$ cat src/rtl/up_digital_display_pkg.sv
// Shared types and seven-segment codes for the BCD display counter.
// Segment bit order is a..g in bits 0..6, dp in bit 7.
package up_display_pkg;

  typedef logic [3:0] bcd_t;

  localparam logic [7:0] SEG_0     = 8'h3F;
  localparam logic [7:0] SEG_1     = 8'h06;
  localparam logic [7:0] SEG_2     = 8'h5B;
  localparam logic [7:0] SEG_3     = 8'h4F;
  localparam logic [7:0] SEG_4     = 8'h66;
  localparam logic [7:0] SEG_5     = 8'h6D;
  localparam logic [7:0] SEG_6     = 8'h7D;
  localparam logic [7:0] SEG_7     = 8'h07;
  localparam logic [7:0] SEG_8     = 8'h7F;
  localparam logic [7:0] SEG_9     = 8'h6F;
  localparam logic [7:0] SEG_BLANK = 8'h00;

  function automatic logic [7:0] seg_code(bcd_t d);
    case (d)
      4'd0:    seg_code = SEG_0;
      4'd1:    seg_code = SEG_1;
      4'd2:    seg_code = SEG_2;
      4'd3:    seg_code = SEG_3;
      4'd4:    seg_code = SEG_4;
      4'd5:    seg_code = SEG_5;
      4'd6:    seg_code = SEG_6;
      4'd7:    seg_code = SEG_7;
      4'd8:    seg_code = SEG_8;
      4'd9:    seg_code = SEG_9;
      default: seg_code = SEG_BLANK;
    endcase
  endfunction

endpackage

$ cat src/rtl/up_digital_display_if.sv
// Control/display bundle between the step logic and the display counter.
// master drives the controls and reads the display; slave is the counter.
interface up_digital_display_if #(
  parameter int DIGITS = 4,
  parameter int SEL_W  = 3
);
  logic                  Step;
  logic                  Dir;
  logic                  Load;
  logic [4*DIGITS-1:0]   Load_value;
  logic                  Mode;
  logic [SEL_W-1:0]      Choose_light;
  logic                  Blank_lz;
  logic [7:0]            Digital_light;
  logic [DIGITS-1:0]     Digit_en;
  logic [4*DIGITS-1:0]   Count_value;
  logic                  Wrap;

  modport master (
    output Step, Dir, Load, Load_value, Mode, Choose_light, Blank_lz,
    input  Digital_light, Digit_en, Count_value, Wrap
  );

  modport slave (
    input  Step, Dir, Load, Load_value, Mode, Choose_light, Blank_lz,
    output Digital_light, Digit_en, Count_value, Wrap
  );
endinterface

$ cat src/rtl/up_digital_display_bcd_digit.sv
// One BCD digit of the counter chain: load, inc/dec, ripple carry/borrow.
// Register updates at the clock edge; cout is combinational from q and cin.
module up_bcd_digit
  import up_display_pkg::*;
(
  input  logic clk,
  input  logic rst_n,
  input  logic load,
  input  bcd_t load_val,
  input  logic step,
  input  logic up,
  input  logic cin,
  output bcd_t q,
  output logic cout
);

  // cin means every lower digit is rolling over, so this one moves too
  assign cout = cin && (up ? (q == 4'd9) : (q == 4'd0));

  always_ff @(posedge clk or negedge rst_n) begin
    if (!rst_n) begin
      q <= 4'd0;
    end else if (load) begin
      q <= (load_val > 4'd9) ? 4'd0 : load_val;
    end else if (step && cin) begin
      if (up) q <= (q == 4'd9) ? 4'd0 : q + 4'd1;
      else    q <= (q == 4'd0) ? 4'd9 : q - 4'd1;
    end
  end

endmodule

$ cat src/rtl/up_digital_display.sv
// N-digit BCD up/down counter with registered static/scanned seven-segment output.
// Count_value moves at the step-detect edge; segment/enable outputs lag their sources by one cycle.
module up_digital_display
  import up_display_pkg::*;
#(
  parameter int DIGITS         = 4,
  parameter int SCAN_DIV       = 16,
  parameter int SEG_ACTIVE_LOW = 0,
  parameter int SEL_W          = 3
) (
  input  logic Up_clk,
  input  logic Up_reset,
  up_digital_display_if.slave io
);

  localparam int DIV_W = $clog2(SCAN_DIV);
  localparam logic [7:0]        LIGHT_POL = (SEG_ACTIVE_LOW != 0) ? 8'hFF : 8'h00;
  localparam logic [DIGITS-1:0] EN_POL    = (SEG_ACTIVE_LOW != 0) ? '1 : '0;

  logic                step_d;
  logic                step_ev;
  wire  [DIGITS:0]     carry;
  wire  [3:0]          cnt [DIGITS];
  logic [4*DIGITS-1:0] count_flat;
  logic                wrap_q;
  logic [DIV_W-1:0]    div;
  logic [SEL_W-1:0]    idx;
  logic [SEL_W-1:0]    sel;
  bcd_t                nib;
  int                  msnz;
  logic                blank;
  logic [7:0]          light_nx;
  logic [DIGITS-1:0]   en_nx;
  logic [7:0]          light_q;
  logic [DIGITS-1:0]   en_q;

  assign step_ev  = io.Step && !step_d;
  assign carry[0] = 1'b1;

  for (genvar g = 0; g < DIGITS; g++) begin : g_digit
    up_bcd_digit u_digit (
      .clk      (Up_clk),
      .rst_n    (Up_reset),
      .load     (io.Load),
      .load_val (io.Load_value[4*g +: 4]),
      .step     (step_ev),
      .up       (io.Dir),
      .cin      (carry[g]),
      .q        (cnt[g]),
      .cout     (carry[g+1])
    );
  end

  always_comb begin
    count_flat = '0;
    for (int i = 0; i < DIGITS; i++) count_flat[4*i +: 4] = cnt[i];
  end

  always_ff @(posedge Up_clk or negedge Up_reset) begin
    if (!Up_reset) begin
      step_d <= 1'b0;
      wrap_q <= 1'b0;
      div    <= '0;
      idx    <= '0;
    end else begin
      step_d <= io.Step;
      wrap_q <= !io.Load && step_ev && carry[DIGITS];
      if (div == DIV_W'(SCAN_DIV - 1)) begin
        div <= '0;
        idx <= (idx == SEL_W'(DIGITS - 1)) ? '0 : idx + 1'b1;
      end else begin
        div <= div + 1'b1;
      end
    end
  end

  // Digit mux plus leading-zero detect; an out-of-range static select lights nothing
  always_comb begin
    sel   = io.Mode ? idx : io.Choose_light;
    nib   = 4'd0;
    msnz  = 0;
    en_nx = '0;
    for (int i = 0; i < DIGITS; i++) begin
      if (cnt[i] != 4'd0) msnz = i;
      if (int'(sel) == i) begin
        nib      = cnt[i];
        en_nx[i] = 1'b1;
      end
    end
    blank    = io.Blank_lz && (int'(sel) > msnz);
    light_nx = SEG_BLANK;
    if (int'(sel) < DIGITS) begin
      light_nx    = blank ? SEG_BLANK : seg_code(nib);
      light_nx[7] = io.Mode && (idx == io.Choose_light);
    end
  end

  always_ff @(posedge Up_clk or negedge Up_reset) begin
    if (!Up_reset) begin
      light_q <= SEG_0 ^ LIGHT_POL;
      en_q    <= DIGITS'(1) ^ EN_POL;
    end else begin
      light_q <= light_nx ^ LIGHT_POL;
      en_q    <= en_nx ^ EN_POL;
    end
  end

  assign io.Digital_light = light_q;
  assign io.Digit_en      = en_q;
  assign io.Count_value   = count_flat;
  assign io.Wrap          = wrap_q;

endmodule

$ cat src/flat_wrapper.sv
// flat-port wrapper written by rule: the top's interface ports become plain ports
module up_digital_display_flat import up_display_pkg::*;
#(
  parameter int DIGITS         = 4,
  parameter int SCAN_DIV       = 16,
  parameter int SEG_ACTIVE_LOW = 0,
  parameter int SEL_W          = 3
)
  (Up_clk, Up_reset, io_Step, io_Dir, io_Load, io_Load_value, io_Mode, io_Choose_light, io_Blank_lz, io_Digital_light, io_Digit_en, io_Count_value, io_Wrap);
  up_digital_display_if #(.DIGITS(DIGITS), .SEL_W(SEL_W)) io_i ();
  input  logic Up_clk;
  input  logic Up_reset;
  input wire logic [$bits(io_i.Step)-1:0] io_Step;
  input wire logic [$bits(io_i.Dir)-1:0] io_Dir;
  input wire logic [$bits(io_i.Load)-1:0] io_Load;
  input wire logic [$bits(io_i.Load_value)-1:0] io_Load_value;
  input wire logic [$bits(io_i.Mode)-1:0] io_Mode;
  input wire logic [$bits(io_i.Choose_light)-1:0] io_Choose_light;
  input wire logic [$bits(io_i.Blank_lz)-1:0] io_Blank_lz;
  output wire logic [$bits(io_i.Digital_light)-1:0] io_Digital_light;
  output wire logic [$bits(io_i.Digit_en)-1:0] io_Digit_en;
  output wire logic [$bits(io_i.Count_value)-1:0] io_Count_value;
  output wire logic [$bits(io_i.Wrap)-1:0] io_Wrap;
  assign io_i.Step = io_Step;
  assign io_i.Dir = io_Dir;
  assign io_i.Load = io_Load;
  assign io_i.Load_value = io_Load_value;
  assign io_i.Mode = io_Mode;
  assign io_i.Choose_light = io_Choose_light;
  assign io_i.Blank_lz = io_Blank_lz;
  assign io_Digital_light = io_i.Digital_light;
  assign io_Digit_en = io_i.Digit_en;
  assign io_Count_value = io_i.Count_value;
  assign io_Wrap = io_i.Wrap;
  up_digital_display #(.DIGITS(DIGITS), .SCAN_DIV(SCAN_DIV), .SEG_ACTIVE_LOW(SEG_ACTIVE_LOW), .SEL_W(SEL_W)) u_core (.Up_clk(Up_clk), .Up_reset(Up_reset), .io(io_i));
endmodule
$ cat config.mk
export PLATFORM = sky130hd
export DESIGN_NAME = up_digital_display_flat
export DESIGN_NICKNAME = d
export VERILOG_FILES = /design/src/rtl/up_digital_display_pkg.sv /design/src/rtl/up_digital_display_if.sv /design/src/rtl/up_digital_display_bcd_digit.sv /design/src/rtl/up_digital_display.sv /design/src/flat_wrapper.sv
export SDC_FILE = /design/constraint.sdc
export NUM_CORES = 1
export LEC_CHECK = 0
export CAP_MARGIN = 20
export CORE_MARGIN = 4
export CORE_UTILIZATION = 40
export DETAILED_ROUTE_END_ITERATION = 7
export REMOVE_ABC_BUFFERS = 1
export SLEW_MARGIN = 20
export SYNTH_ARGS = -nofsm -noshare
export SYNTH_HDL_FRONTEND = slang
export SYNTH_HIERARCHICAL = 1
export SYNTH_SLANG_ARGS = --single-unit
$ cat constraint.sdc
create_clock -name Up_clk -period 4.5 [get_ports Up_clk]
set_clock_uncertainty 0.05 [all_clocks]
set_input_delay 1.125 -clock Up_clk [delete_from_list [all_inputs] [get_ports Up_clk]]
set_output_delay 1.125 -clock Up_clk [all_outputs]
set_load 0.1 [all_outputs]
[Word level (Yosys, flattened, before mapping)]
Memory sizes are Yosys's and may differ from the RTL's.
Index checks and enable logic that the tools add are counted.
Storage, ports and cells
  bits in registers: 37
  bits in read-only memories: 112
  bits of input ports: 26
  word-level logic and storage cells: 106
  memories kept: 1
Memories
  (no name shown): depth 16, bits a word 7, read ports 1, clocked after memory_dff 0, wr ports 0, line up_digital_display_pkg.sv:20  | case (d)
Cells by class
  add/subtract/negate cells: 10
  $lt $le $gt $ge: 6
  equality and inequality tests: 10
  multiplexer cells: 44
  reductions and logical operators: 25
Operators by type and width (number)
  2-to-1 mux 4 bit: 29
  2-to-1 mux 32 bit: 2
  > comparator 4 x 32 -> 1 bit: 1
  adder 4 x 1 -> 4 bit (second input constant): 5
  equality test 4 bit (second input constant): 5
  > comparator 4 bit (second input constant): 4
  logical NOT 4 bit: 4
  subtractor 4 x 1 -> 4 bit (second input constant): 4
  nonzero test 4 bit: 3
  logical AND 1 bit: 11
  2-to-1 mux 1 bit: 9
  2-to-1 mux 8 bit: 1
  nonzero test 2 bit: 4
  2-to-1 mux 7 bit: 1
  equality test 3 x 2 -> 1 bit (second input constant): 2
  equality test 3 bit (second input constant): 2
  2-to-1 mux 3 bit: 2
  adder 3 x 1 -> 3 bit (second input constant): 1
  equality test 3 bit: 1
  logical NOT 3 bit: 1
  less-than comparator 3 bit (second input constant): 1
  logical NOT 1 bit: 2

[Depth between registers and ports, before layout]
Gate-level depths: netlist of the first run.
An unclocked memory read counts as a cell.
  word-level depth: 9
  depth in mapped cells: 11
  mapped depth without buffers: 10

[Cells and area by module]
The synthesis of the first run kept the hierarchy.
By module, submodules not included
  up_bcd_digit: times used 4, cells each 46, area each 355.3 µm², sequential area each 100.1 µm²
  up_digital_display: times used 1, cells each 119, area each 1261.2 µm², sequential area each 534.3 µm²

[Worst setup path after synthesis of the first run]
OpenSTA, ideal clock, no wires.
  path type: input port to flip-flop
  start: input port io_Dir
  end: register u_core.g_digit[3].u_digit.q[1]
  data arrival time: 4522 ps
  required time: 4367 ps
  path slack: -155 ps
  cell stages on the path: 10
  buffers on the path: 1
  cell sequence: clkbuf_1 or3_1 a2111oi_0 inv_1 a2111oi_0 inv_1 a2111oi_0 nand2_1 or4_1 a31oi_1
On the way
  word-level cells in the longest chain between the ends: 5
  elaborated cells between the ends (all ways): 10
  those cells by class: mux (6); reduce/logical (4)
RTL lines
  start, declared: line flat_wrapper.sv:14  | input wire logic [$bits(io_i.Dir)-1:0] io_Dir;
  2-to-1 mux 1 bit: line up_digital_display_bcd_digit.sv:18  | assign cout = cin && (up ? (q == 4'd9) : (q == 4'd0));
  net u_core.carry[1]: line up_digital_display.sv:22  | wire [DIGITS:0] carry;
  logical AND 1 bit: line up_digital_display_bcd_digit.sv:18
  net u_core.carry[2]: line up_digital_display.sv:22
  logical AND 1 bit: line up_digital_display_bcd_digit.sv:18
  net u_core.carry[3]: line up_digital_display.sv:22
  logical AND 1 bit: line up_digital_display_bcd_digit.sv:25  | end else if (step && cin) begin
  nonzero test 2 bit (no line)
  end signal, assigned: line up_digital_display_bcd_digit.sv:24  | q <= (load_val > 4'd9) ? 4'd0 : load_val;
  end signal, assigned: line up_digital_display_bcd_digit.sv:26  | if (up) q <= (q == 4'd9) ? 4'd0 : q + 4'd1;
  end signal, assigned: line up_digital_display_bcd_digit.sv:27  | else q <= (q == 4'd0) ? 4'd9 : q - 4'd1;
  end, declared: line up_digital_display_bcd_digit.sv:13  | output bcd_t q,
The timed path passes the listed nets, and every way through them passes these cells. The select of a mux whose other input is x is not followed.
A chain may end at the register's enable or synchronous reset.

[Final worst setup path of the first run]
Same ends and word-level chain as after synthesis.

==> results of run 1 <==
==> placed cells by master (no fill, tap or decap), drive strengths merged, types with 3 or more instances in the layout <==
cell and n:
a21o 5, a31oi 9, xor2 16, nand2 16
o21ai 23, nor2b 5, or4 14, nand3 15
o22a 3, o22ai 5, inv 22, or3 8
nor2 15, a21oi 25, dfrtp 30, mux2i 11
o31ai 4, clkbuf 6, buf 10, a21bo 4
o32ai 5, a2111oi 8, conb 4, dfstp 7
ha 9, nand2b 7, nand4b 4, clkdlybuf4s50 53
==> worst paths after layout <==
kind / startpoint / end / cells past startpoint
max reg2reg: u_core/g_digit[0].u_digit/q[3] / u_core/g_digit[3].u_digit/q[1] / 10
max in group asynchronous: Up_reset / u_core/g_digit[0].u_digit/q[2] / 1
max: io_Dir / u_core/g_digit[3].u_digit/q[1] / 11
min reg2reg: u_core/div[0] / u_core/div[0] / 1
min: u_core/div[0] / u_core/div[0] / 1
min in group asynchronous: Up_reset / u_core/div[3] / 1
==> through the flow <==
stage	area, sq um	setup slack (ps)
floorplan	2580	9.753
global placement	3279	100.9
detailed placement	3279	37.15
CTS	3400	345.9
global route	3401	31.30
finish	3401	390.8
==> repair_timing <==
action | 4_1_cts | 5_1_grt
resized for setup | 0 | 1
buffers inserted | 0 | 0
endpoints found under the setup margin | 0 | 2
==> logic make-up (layout without fill, tap and decap cells) <==
| family | Yosys count | count (layout) | share of synthesized area [%] |
|---|---|---|---|
| AND/OR/NAND/NOR | 91 | 91 | 18.84 |
| buffers and inverters | 37 | 93 | 7.322 |
| multiplexers | 13 | 13 | 5.410 |
| adder cells (fa/ha/maj) | 9 | 9 | 4.198 |
| XOR/XNOR | 16 | 16 | 5.224 |
| flip-flops | 37 | 37 | 34.84 |
| other | 1 | 4 | 0.1398 |
| AO/OA/AOI/OAI | 99 | 99 | 24.02 |
==> worst max-delay path, delay by kind of cell <==
kind / cells / cell delay, ps
compound gates: 4 / 1360
simple gates: 3 / 970
buf+inv: 4 / 820
==> layer usage <==
metal,vias up,global-route usage [%]
met5,-,0
met4,0,6.633
met3,12,3.339
met2,77,26.57
met1,1155,21.37
li1,1228,-
==> state kept, by name, summed over array words and instances, names as in the netlist <==
| signal | cells |
|---|---|
| u_core/g_digit.u_digit/q | 16 |
| u_core/io.Digital_light | 8 |
| u_core/div | 4 |
| u_core/io.Digit_en | 4 |
| u_core/idx | 3 |
| u_core/io.Wrap | 1 |
| u_core/step_d | 1 |
==> power by group through the flow <==
stage / Sequential (uW) / Clock, uW / Combinational (uW)
global placement: 413 / 0 / 434
CTS: 407 / 312 / 438
finish: 407 / 301 / 436
detailed placement: 414 / 0 / 436
global route: 414 / 326 / 464
floorplan: 601 / 0 / 117
==> layout make-up <==
type                       instances  area (sq um)
timing repair buffer              63         603.1
tap                               77         96.34
clock inverter                     2         37.54
clock buffer                       6         82.58
fill                             599          3022
multi-input combinational        232          1564
sequential                        37         934.6
inverter                          22         82.58
==> results.sh, run 1 <==
export IMPL_synthesis_area_sq_um=2683
export IMPL_fin_cells=439
export IMPL_finalWeightedCongestion=0.7901
export IMPL_core_region_area_sq_um=6422
export IMPL_synth_edf_count=0
export IMPL_crit_type="primary input to register"
export IMPL_antenna_left=0
export IMPL_hold_viol_final=0
export IMPL_synth_area_per_cell_sq_um=8.853
export IMPL_place_hpwl_um=4591
export IMPL_htree_levels=2
export IMPL_cts_tree="done"
export IMPL_overflow=0
export IMPL_die_area_sq_um=8080
export IMPL_numCtsBuffers=5
export IMPL_p_int_uw=677.6
export IMPL_min_period_ps=4109
export IMPL_start_kind="primary input"
export IMPL_final_util_pct=52.95
export IMPL_synth_area_leaders="dfrtp_1 28%, dfstp_2 6.9%, xor2_1 5.2%, a21oi_1 4.7%, ha_1 4.2%"
export IMPL_cts_hold_buf=0
export IMPL_antenna_cells=0
export IMPL_antenna_found_initial=0
export IMPL_hold_class="register to register"
export IMPL_grt_pass1_vias=2392
export IMPL_max_freq_mhz=243.4
export IMPL_seq_power_share_pct=35.6
export IMPL_leakage_uw=0.001378
export IMPL_post_route_period_util_pct=91.31
export IMPL_route_met3_wl_um=338
export IMPL_routed_wl_um=6379
export IMPL_wl_per_cell_um=14.53
export IMPL_met2_length_um=2956
export IMPL_synth_seq_area_share_pct=34.84
export IMPL_highest_layer="met4"
export IMPL_whs_ps=436.5
export IMPL_ys_warn_count=6
export IMPL_critPathArrivalTime_ps=4270
export IMPL_yosysTopAreaCell="dfrtp_1"
export IMPL_worstPathMaxFanout=5
export IMPL_syn2layout_area_growth_pct=26.77
export IMPL_m1WireLength_um=2959
export IMPL_path_cells="clkdlybuf4s50_1 -> or3_1 -> a2111oi_0 -> inv_1 -> a2111oi_1 -> inv_1 -> a2111oi_0 -> buf_4 -> nand2_1 -> or4_1 -> a31oi_1"
export IMPL_netlist_area_leader_share_pct=27.99
export IMPL_r2r_slack_ps=1090
export IMPL_crit_path_max_incr_delay_ps=540
export IMPL_tightest_slew_ps=973.4
export IMPL_worst_path_max_delay_cell="a2111oi_0"
export IMPL_yosysMostFrequentCell="dfrtp_1"
export IMPL_maxCapViolCount=0
export IMPL_num_vias=2472
export IMPL_grt_usage_pct=16.37
export IMPL_cts_root_buffer_cell="clkbuf_8"
export IMPL_p_sw_share_pct=40.79
export IMPL_synthCells=303
export IMPL_viasPerCell=5.631
export IMPL_dr_pass1_iters=4
export IMPL_insertion_delay_ps=290
export IMPL_initial_core_util_pct=41.77
export IMPL_clockBufferDepth=2
export IMPL_yosys_cell_types_count=45
export IMPL_run_status="complete, no violations"
export IMPL_drtIter0Drc=128
export IMPL_slew_headroom_pct=34.90
export IMPL_total_power_uw=1144
export IMPL_rows=29
export IMPL_rsz0062_at_grt="no"
export IMPL_ys_ff_latch=37
export IMPL_p_per_area_nw_per_um2=336.5
export IMPL_peakVddDrop_uv=203.0
export IMPL_drive_above_1_share_pct=9.392
export IMPL_drc=0
export IMPL_io_pins=55
export IMPL_clkSlewWorstSetupHoldPaths_ps=70
export IMPL_final_nets=396
export IMPL_async_flop_share_pct=100.0
export IMPL_synthFlopType="dfrtp_1"
export IMPL_placed_cells=431
export IMPL_power_frac_comb_pct=38.1
export IMPL_synthTopCellsByCount="30 x dfrtp_1, 25 x a21oi_1, 22 x inv_1, 22 x o21ai_0"
export IMPL_power_switching_uw=466.7
export IMPL_cts_num_sinks=37
export IMPL_portBuffers=54
export IMPL_maxSlewViolCount=0
export IMPL_endpoint_kind="register"
export IMPL_grt_start_max_net_pins=38
export IMPL_die_y_um=89.89
export IMPL_setup_viol=0
export IMPL_clockPowerShare_pct=26.3
export IMPL_grt_first_pass_wirelength_um=11150
export IMPL_die_w_um=89.89
export IMPL_totalNegativeSetupSlack_ps=0
export IMPL_worstPathRequired_ps=4660
(Power assumes the default switching activity.)
==> run 2: changes to the inputs <==
--- a/config.mk
+++ b/config.mk
@@ -5,10 +5,10 @@
 export SDC_FILE = /design/constraint.sdc
 export NUM_CORES = 1
 export LEC_CHECK = 0
-export CAP_MARGIN = 20
 export CORE_MARGIN = 4
 export CORE_UTILIZATION = 40
 export DETAILED_ROUTE_END_ITERATION = 7
+export GPL_TIMING_DRIVEN = 0
 export REMOVE_ABC_BUFFERS = 1
 export SLEW_MARGIN = 20
 export SYNTH_ARGS = -nofsm -noshare
==> results.sh, run 2 (synthesized netlist as in run 1, its figures left out) <==
export IMPL_run_status="complete, no violations"
export IMPL_rows=29
export IMPL_antenna_cells=0
export IMPL_final_common_cell="clkdlybuf4s50_1"
export IMPL_core_region_area_sq_um=6422
export IMPL_max_freq_mhz=237.3
export IMPL_insertion_delay_ps=290
export IMPL_grt_usage_pct=15.50
export IMPL_crit_path_max_incr_delay_ps=570
export IMPL_preCtsSetupSlack_ps=-2229
export IMPL_final_util_pct=52.62
export IMPL_slew_headroom_pct=34.41
export IMPL_numCtsBuffers=5
export IMPL_syn2layout_area_growth_pct=25.98
export IMPL_worst_path_max_delay_cell="or4_1"
export IMPL_start_kind="primary input"
export IMPL_worstPathMaxFanout=36
export IMPL_num_vias=2436
export IMPL_hold_depth=1
export IMPL_maxSlewViolCount=0
export IMPL_clkSlewWorstSetupHoldPaths_ps=70
export IMPL_min_period_ps=4213
export IMPL_antenna_left=0
export IMPL_finalWeightedCongestion=0.7891
export IMPL_route_met3_wl_um=271
export IMPL_dr_pass1_iters=6
export IMPL_final_nets=388
export IMPL_die_w_um=89.89
export IMPL_path_depth=10
export IMPL_wl_per_cell_um=14.45
export IMPL_highest_layer="met4"
export IMPL_final_cell_mix="52 x clkdlybuf4s50_1, 30 x dfrtp_1, 25 x a21oi_1"
export IMPL_io_pins=55
export IMPL_maxCapViolCount=0
export IMPL_setup_viol=0
export IMPL_initial_core_util_pct=41.77
export IMPL_post_route_period_util_pct=93.63
export IMPL_reg2reg_depth=9
export IMPL_cts_hold_buf=0
export IMPL_placed_cells=423
export IMPL_grt_pass1_vias=2289
export IMPL_leakage_uw=0.001336
export IMPL_drive_above_1_share_pct=8.192
export IMPL_htree_levels=2
export IMPL_path_buf_inv=3
export IMPL_p_per_area_nw_per_um2=317.7
export IMPL_routed_wl_um=6229
export IMPL_antenna_found_initial=0
export IMPL_die_y_um=89.89
export IMPL_clockBufferDepth=2
export IMPL_place_hpwl_um=4352
export IMPL_cts_setup_buffers=0
export IMPL_rsz0062_at_grt="no"
export IMPL_portBuffers=54
export IMPL_fin_cells=431
export IMPL_critPathArrivalTime_ps=4380
export IMPL_totalNegativeSetupSlack_ps=0
export IMPL_regMostFlops="u_core/g_digit.u_digit/q"
export IMPL_hold_viol_final=0
export IMPL_crit_type="primary input to register"
export IMPL_grt_first_pass_wirelength_um=10650
export IMPL_path_cells="clkdlybuf4s15_2 -> or3_1 -> a2111oi_4 -> inv_1 -> a2111oi_4 -> inv_1 -> a2111oi_4 -> nand2_1 -> or4_1 -> a31oi_1"
export IMPL_drc=0
export IMPL_cts_tree="done"
export IMPL_drtIter0Drc=91
export IMPL_worstPathRequired_ps=4660
export IMPL_overflow=0
export IMPL_grt_start_max_net_pins=37
export IMPL_hold_class="register to register"
export IMPL_met2_length_um=2833
export IMPL_setup_slack_ps=286.6
export IMPL_cts_root_buffer_cell="clkbuf_8"
export IMPL_viasPerCell=5.652
export IMPL_cts_num_sinks=37
export IMPL_m1WireLength_um=3069
export IMPL_fillers=627
export IMPL_critPathTopFamily="simple AND/OR/NAND/NOR gates"
export IMPL_die_area_sq_um=8080
export IMPL_peakVddDrop_uv=137.2
export IMPL_tightest_slew_ps=980.8
export IMPL_largest_reg_flops=16
export IMPL_crit_top_cell="a2111oi_4"
export IMPL_endpoint_kind="register"
-- run 2: cell types whose count changed in the layout (fill, tap and decap cells not counted), moves of 2 or more --
| cell | before | now |
|---|---|---|
| buf_4 | 9 | 0 |
| a2111oi_0 | 7 | 5 |
| clkinv_2 | 0 | 2 |
| a2111oi_4 | 0 | 3 |
-- run 2: area by class of cell --
class	count	area, sq um	area share, %
well taps	77	96.34	2.851
flip-flops and latches	37	934.6	27.66
repair buffers	55	564.3	16.70
clock buffers	6	72.57	2.147
inverters	22	82.58	2.444
multi-input cells	232	1619	47.91
clock inverters	2	10.01	0.2962
-- run 2: metal layers --
layer / vias to the layer above / GRT usage, %
met5: - / 0
met4: 0 / 4.209
met3: 6 / 3.673
met2: 60 / 25.13
met1: 1157 / 20.79
li1: 1213 / -
-- run 2: path summary, 6_finish.rpt --
| path | from | end | slack (ps) |
|---|---|---|---|
| worst max-delay path | io_Dir | u_core/g_digit[3].u_digit/q[1] | 290 |
| worst min-delay path | u_core/div[0] | u_core/div[0] | 440 |
| worst max register to register | u_core/g_digit[0].u_digit/q[0] | u_core/g_digit[3].u_digit/q[1] | 1080 |
| worst min register to register | u_core/div[0] | u_core/div[0] | 440 |
| max in group asynchronous | Up_reset | u_core/g_digit[1].u_digit/q[3] | 3220 |
| min in group asynchronous | Up_reset | u_core/div[0] | 720 |
-- run 2: per-stage QoR --
stage	instance area, sq um	hold WS (ps)	power [uW]
floorplan	2580	399.5	718.8
global placement	3217	426.6	838.7
detailed placement	3239	430.6	845.3
CTS	3342	441.2	1086
global route	3379	446.4	1130
finish	3379	440.2	1074
-- run 2: power by group --
part,switching (uW),internal (uW),leakage [uW]
clock,121,107,0.0000450
sequential,46.6,365,0.000452
combinational,302,131,0.000839
-- run 2: worst register-to-register path: stages, from the launching register on --
cell and delay, ps:
dfrtp_1 550, or3_1 460, a2111oi_4 450, inv_1 120
a2111oi_4 320, inv_1 130, a2111oi_4 320, nand2_1 230
or4_1 570, a31oi_1 160
-- run 2: timing repair --
item | CTS | global route
endpoints found under the setup margin | 10 | 3
endpoints found under the hold margin | 0 | 0
gates cloned | 0 | 0
resized for setup | 9 | 3
==> RTL change 1: new RTL, config.mk and constraints of run 2 <==
Make the reset (`Up_reset` and `rst_n`) synchronous in 3 clocked blocks.
--- a/src/rtl/up_digital_display_bcd_digit.sv
+++ b/src/rtl/up_digital_display_bcd_digit.sv
@@ -17,7 +17,7 @@
   // cin means every lower digit is rolling over, so this one moves too
   assign cout = cin && (up ? (q == 4'd9) : (q == 4'd0));
 
-  always_ff @(posedge clk or negedge rst_n) begin
+  always_ff @(posedge clk) begin
     if (!rst_n) begin
       q <= 4'd0;
     end else if (load) begin
--- a/src/rtl/up_digital_display.sv
+++ b/src/rtl/up_digital_display.sv
@@ -56,7 +56,7 @@
     for (int i = 0; i < DIGITS; i++) count_flat[4*i +: 4] = cnt[i];
   end
 
-  always_ff @(posedge Up_clk or negedge Up_reset) begin
+  always_ff @(posedge Up_clk) begin
     if (!Up_reset) begin
       step_d <= 1'b0;
       wrap_q <= 1'b0;
@@ -95,7 +95,7 @@
     end
   end
 
-  always_ff @(posedge Up_clk or negedge Up_reset) begin
+  always_ff @(posedge Up_clk) begin
     if (!Up_reset) begin
       light_q <= SEG_0 ^ LIGHT_POL;
       en_q    <= DIGITS'(1) ^ EN_POL;
Check against the original RTL: differs if Up_reset is asserted again (counterexample within 4 cycles, from zero or initial values and one cycle with Up_reset low); with Up_reset held inactive, the same outputs for 10 cycles.
==> RTL change 1 against run 2 <==
Routed wire length is 0.32% higher; cell area is 2.0% lower; sequential cell count stayed put; power is 4.1% lower; area after synthesis is 0.75% lower; count of clock-buffer cells in the layout stayed put; synthesized cell count is 11% higher; worst setup slack better by 0.22 ns; combinational power is 20% lower; sequential power is 7.5% lower; final cell count is 7.4% higher; largest power group is now sequential cells.
==> RTL change 1: results (changes against run 2) <==
Result of the run: finished clean
Post-synthesis cell type count: 56 (+24%)
Endpoint with the worst hold slack: u_core/div[0]$_SDFF_PP0_
Pin count of the biggest net entering global routing: 39 (+5.4%)
Worst r2r src: u_core/g_digit[3].u_digit/q[2]$_SDFFE_PN0P_
Post-CTS resize count: 0 (-9)
Crit path max fanout: 28 (-22%)
Leakage: 0.00139 uW (+3.9%)
Ratio of cells with drive above 1 in the final layout: 8.55% (+0.36 points)
Drt first pass iters: 4 (-2)
Origin of the worst min-delay path: u_core/div[0]$_SDFF_PP0_
Met2 global-route usage: 25.4% (+0.27 points)
Reg2Reg Setup Slack: 1.92 ns (+0.84 ns)
Slowest CP cell: clkdlybuf4s50_1
Violation count after the first detailed-route iteration: 114 (+25%)
Via count of the first global-routing pass: 2255 (-1.5%)
Maximum vdd ir drop: 135 uV (-1.5%)
M1 WL: 3060 um (-0.46%)
Data arrival time of the critical path: 4.13 ns (-0.25 ns)
Via/cell ratio: 5.56 (-1.7%)
Avg WL per Cell: 13.5 um (-6.6%)
FF-to-FF path depth: 8 (-1)
Pre-CTS setup slack: 0.239 ns (+2.47 ns)
Reg2reg end: u_core/io.Digital_light[5]$_SDFF_PN1_
Non-Filler Instances: 463 (+7.4%)
Detail Placement HPWL: 4350 um (about the same)
Highest cell delay on the worst timing path: 0.89 ns (+0.32 ns)
Met3 Usage GRT: 3.38% (-0.30 points)
Remaining max-slew budget at the tightest pin: 30.4% (-4.0 points)
Wire length of the first global-routing pass: 10300 um (-3.4%)
Nets: 420 (+8.2%)
FFs w/ async S/R, synth: 0% (-100 points)
GR Layer Usage met1: 21.4% (+0.62 points)
Met2 WL: 2830 um (-0.21%)
Met3 wire length: 343 um (+27%)
## RTL change 1: per-stage QoR
| step | power [uW] | hold slack (ns) |
|---|---|---|
| finish | 1030 | 0.421 |
| global route | 1080 | 0.462 |
| CTS | 1040 | 0.423 |
| detailed placement | 735 | 0.405 |
| global placement | 734 | 0.396 |
| floorplan | 635 | 0.380 |
## RTL change 1: how the worst max path moves through the flow
stage	start	endpoint	slack, ns	depth (start not counted)
after global placement	io_Dir	u_core/g_digit[3].u_digit/q[3]$_SDFFE_PN0P_	0.21	10
after detailed placement	io_Dir	u_core/g_digit[3].u_digit/q[3]$_SDFFE_PN0P_	0.24	10
after CTS	io_Dir	u_core/g_digit[3].u_digit/q[3]$_SDFFE_PN0P_	0.55	10
after floorplan	io_Mode	u_core/io.Digital_light[0]$_SDFF_PN1_	1.41	8
final	io_Dir	u_core/g_digit[3].u_digit/q[3]$_SDFFE_PN0P_	0.51	10
after global routing	io_Dir	u_core/g_digit[3].u_digit/q[3]$_SDFFE_PN0P_	0.30	10
## RTL change 1: cell type report
type / count / share of cell area, %
well taps: 77 / 2.91
multi-input cells: 272 / 53.4
clock buffers: 6 / 2.49
inverters: 15 / 1.70
repair buffers: 54 / 16.0
flip-flops and latches: 37 / 22.4
clock inverters: 2 / 1.13
## RTL change 1: logic make-up after synthesis
family | after synthesis | synth area share (%)
simple gates | 151 | 30.2
xor+xnor | 11 | 3.62
flops | 37 | 27.8
mux | 11 | 4.65
fa+ha+maj | 9 | 4.23
other cells | 1 | 0.141
compound gates | 86 | 23.1
buf+inv | 31 | 6.25
## RTL change 1: power by group
group          switching [uW]  internal (uW)
logic                     231            116
registers                32.1            349
clock network             122            180
total                     384            645
## RTL change 1: worst max-delay path: cells and delay by family
kind            cells  cell delay, ns
compound gates      1            0.14
simple gates        8            1.96
buf+inv             1            0.89
==> RTL change 2: new RTL, settings of run 2 <==
Without the edit above. `DIGITS` is set to 4 in 3 places; all go to 2.
--- a/src/rtl/up_digital_display_if.sv
+++ b/src/rtl/up_digital_display_if.sv
@@ -1,7 +1,7 @@
 // Control/display bundle between the step logic and the display counter.
 // master drives the controls and reads the display; slave is the counter.
 interface up_digital_display_if #(
-  parameter int DIGITS = 4,
+  parameter int DIGITS = 2,
   parameter int SEL_W  = 3
 );
   logic                  Step;
--- a/src/rtl/up_digital_display.sv
+++ b/src/rtl/up_digital_display.sv
@@ -3,7 +3,7 @@
 module up_digital_display
   import up_display_pkg::*;
 #(
-  parameter int DIGITS         = 4,
+  parameter int DIGITS         = 2,
   parameter int SCAN_DIV       = 16,
   parameter int SEG_ACTIVE_LOW = 0,
   parameter int SEL_W          = 3
--- a/src/flat_wrapper.sv
+++ b/src/flat_wrapper.sv
@@ -1,7 +1,7 @@
 // flat-port wrapper written by rule: the top's interface ports become plain ports
 module up_digital_display_flat import up_display_pkg::*;
 #(
-  parameter int DIGITS         = 4,
+  parameter int DIGITS         = 2,
   parameter int SCAN_DIV       = 16,
   parameter int SEG_ACTIVE_LOW = 0,
   parameter int SEL_W          = 3
Interface: changed (resized io_Count_value, io_Digit_en and io_Load_value); port bits go from 55 to 37. No check against the original RTL was run, so the function may have changed too.
==> RTL change 2 against run 2 <==
Area after synthesis shrank 36%; routed wire length down 36%; worst setup slack improved by 0.24 ns; cell area down 37%; sequential power shrank 29%; utilization rose by 0.11 points; global-route usage increased by 0.95 points; critical path type unchanged; critical path depth down 4; final cell count fell by 37%; synthesized cell count fell by 39%; register-to-register slack better by 0.48 ns; power decreased by 34%; sequential cell count shrank 10.
==> RTL change 2: results (changes against run 2) <==
Met3 Usage GRT: 1.64% (-2.0 points)
Met2 WL: 1970 um (-31%)
Number of signal-net inverters in the final layout: 11 (-50%)
RePlAce Congestion: 0.787 (-0.29%)
Total Wirelength: 3980 um (-36%)
Post-synthesis area per instance: 9.21 um2 (+4.0%)
Area contributors post-synth: dfrtp_1 29%, dfstp_2 11%, ha_1 5.1%
Clk Latency, worst-skew pair: 0.27 ns (-0.02 ns)
Wire length of the first global-routing pass: 7130 um (-33%)
Multi-input combinational gate total: 144 (-38%)
Post-CTS resize count: 0 (-9)
Dpl cells: 268 (-37%)
Nets: 248 (-36%)
Clock edge transition at the registers on the reported setup and hold paths: 0.09 ns (+0.02 ns)
GRT Overall Usage: 16.5% (+0.95 points)
Sequential cells: 27 (-27%)
Parity-gate share of the synthesized area counting xor and xnor cells: 5.11% (-0.11 points)
Detail Placement HPWL: 2900 um (-33%)
Result of the run: finished clean
Clkbuf count: 3 (-3)
Multiplexer area fraction after synthesis: 4.38% (-1.0 points)
GR Layer Usage met1: 21.8% (+1.0 points)
Pin count of the biggest net entering global routing: 28 (-24%)
Area used by multi-input combinational logic: 950 um2 (-41%)
Leakage: 0.000875 uW (-35%)
Met2 global-route usage: 27.7% (+2.5 points)
Fin Hold WS: 0.461 ns (+0.0203 ns)
Part of the total power dissipated in the clock network: 19.1% (-2.2 points)
Reg2Reg Setup Slack: 1.56 ns (+0.48 ns)
Drt first pass iters: 4 (-2)
Avg WL per Cell: 14.6 um (+1.3%)
Data arrival time of the critical path: 4.11 ns (-0.27 ns)
Fraction of the mapped netlist area in adder cells: 5.11% (+0.92 points)
## RTL change 2: cell count changes in the layout (fill, tap and decap cells not counted), sizes merged, moves of 7 or more
cell,run 2,this run
a21oi,25,14
clkdlybuf4s50,52,35
dfrtp,30,20
inv,22,11
mux2i,11,4
or4,14,6
xor2,16,9
## RTL change 2: worst reg2reg max path: stages, from the launching register on
cell and delay [ns]:
dfrtp_1 0.54, or3_1 0.40, a2111oi_0 0.81, nand2_1 0.31, or4_1 0.57, a31oi_1 0.18
## RTL change 2: through the flow
stage | setup WS (ns) | util, % | total power (uW) | cell area [um2]
5_1_grt | 0.231 | 52.7 | 751 | 2140
2_1_floorplan | 1.34 | - | 498 | 1680
3_5_place_dp | 0.208 | 51.6 | 579 | 2090
4_1_cts | 0.503 | 52.7 | 719 | 2140
6_report | 0.530 | 52.7 | 710 | 2140
3_3_place_gp | 0.259 | 51.7 | 575 | 2100
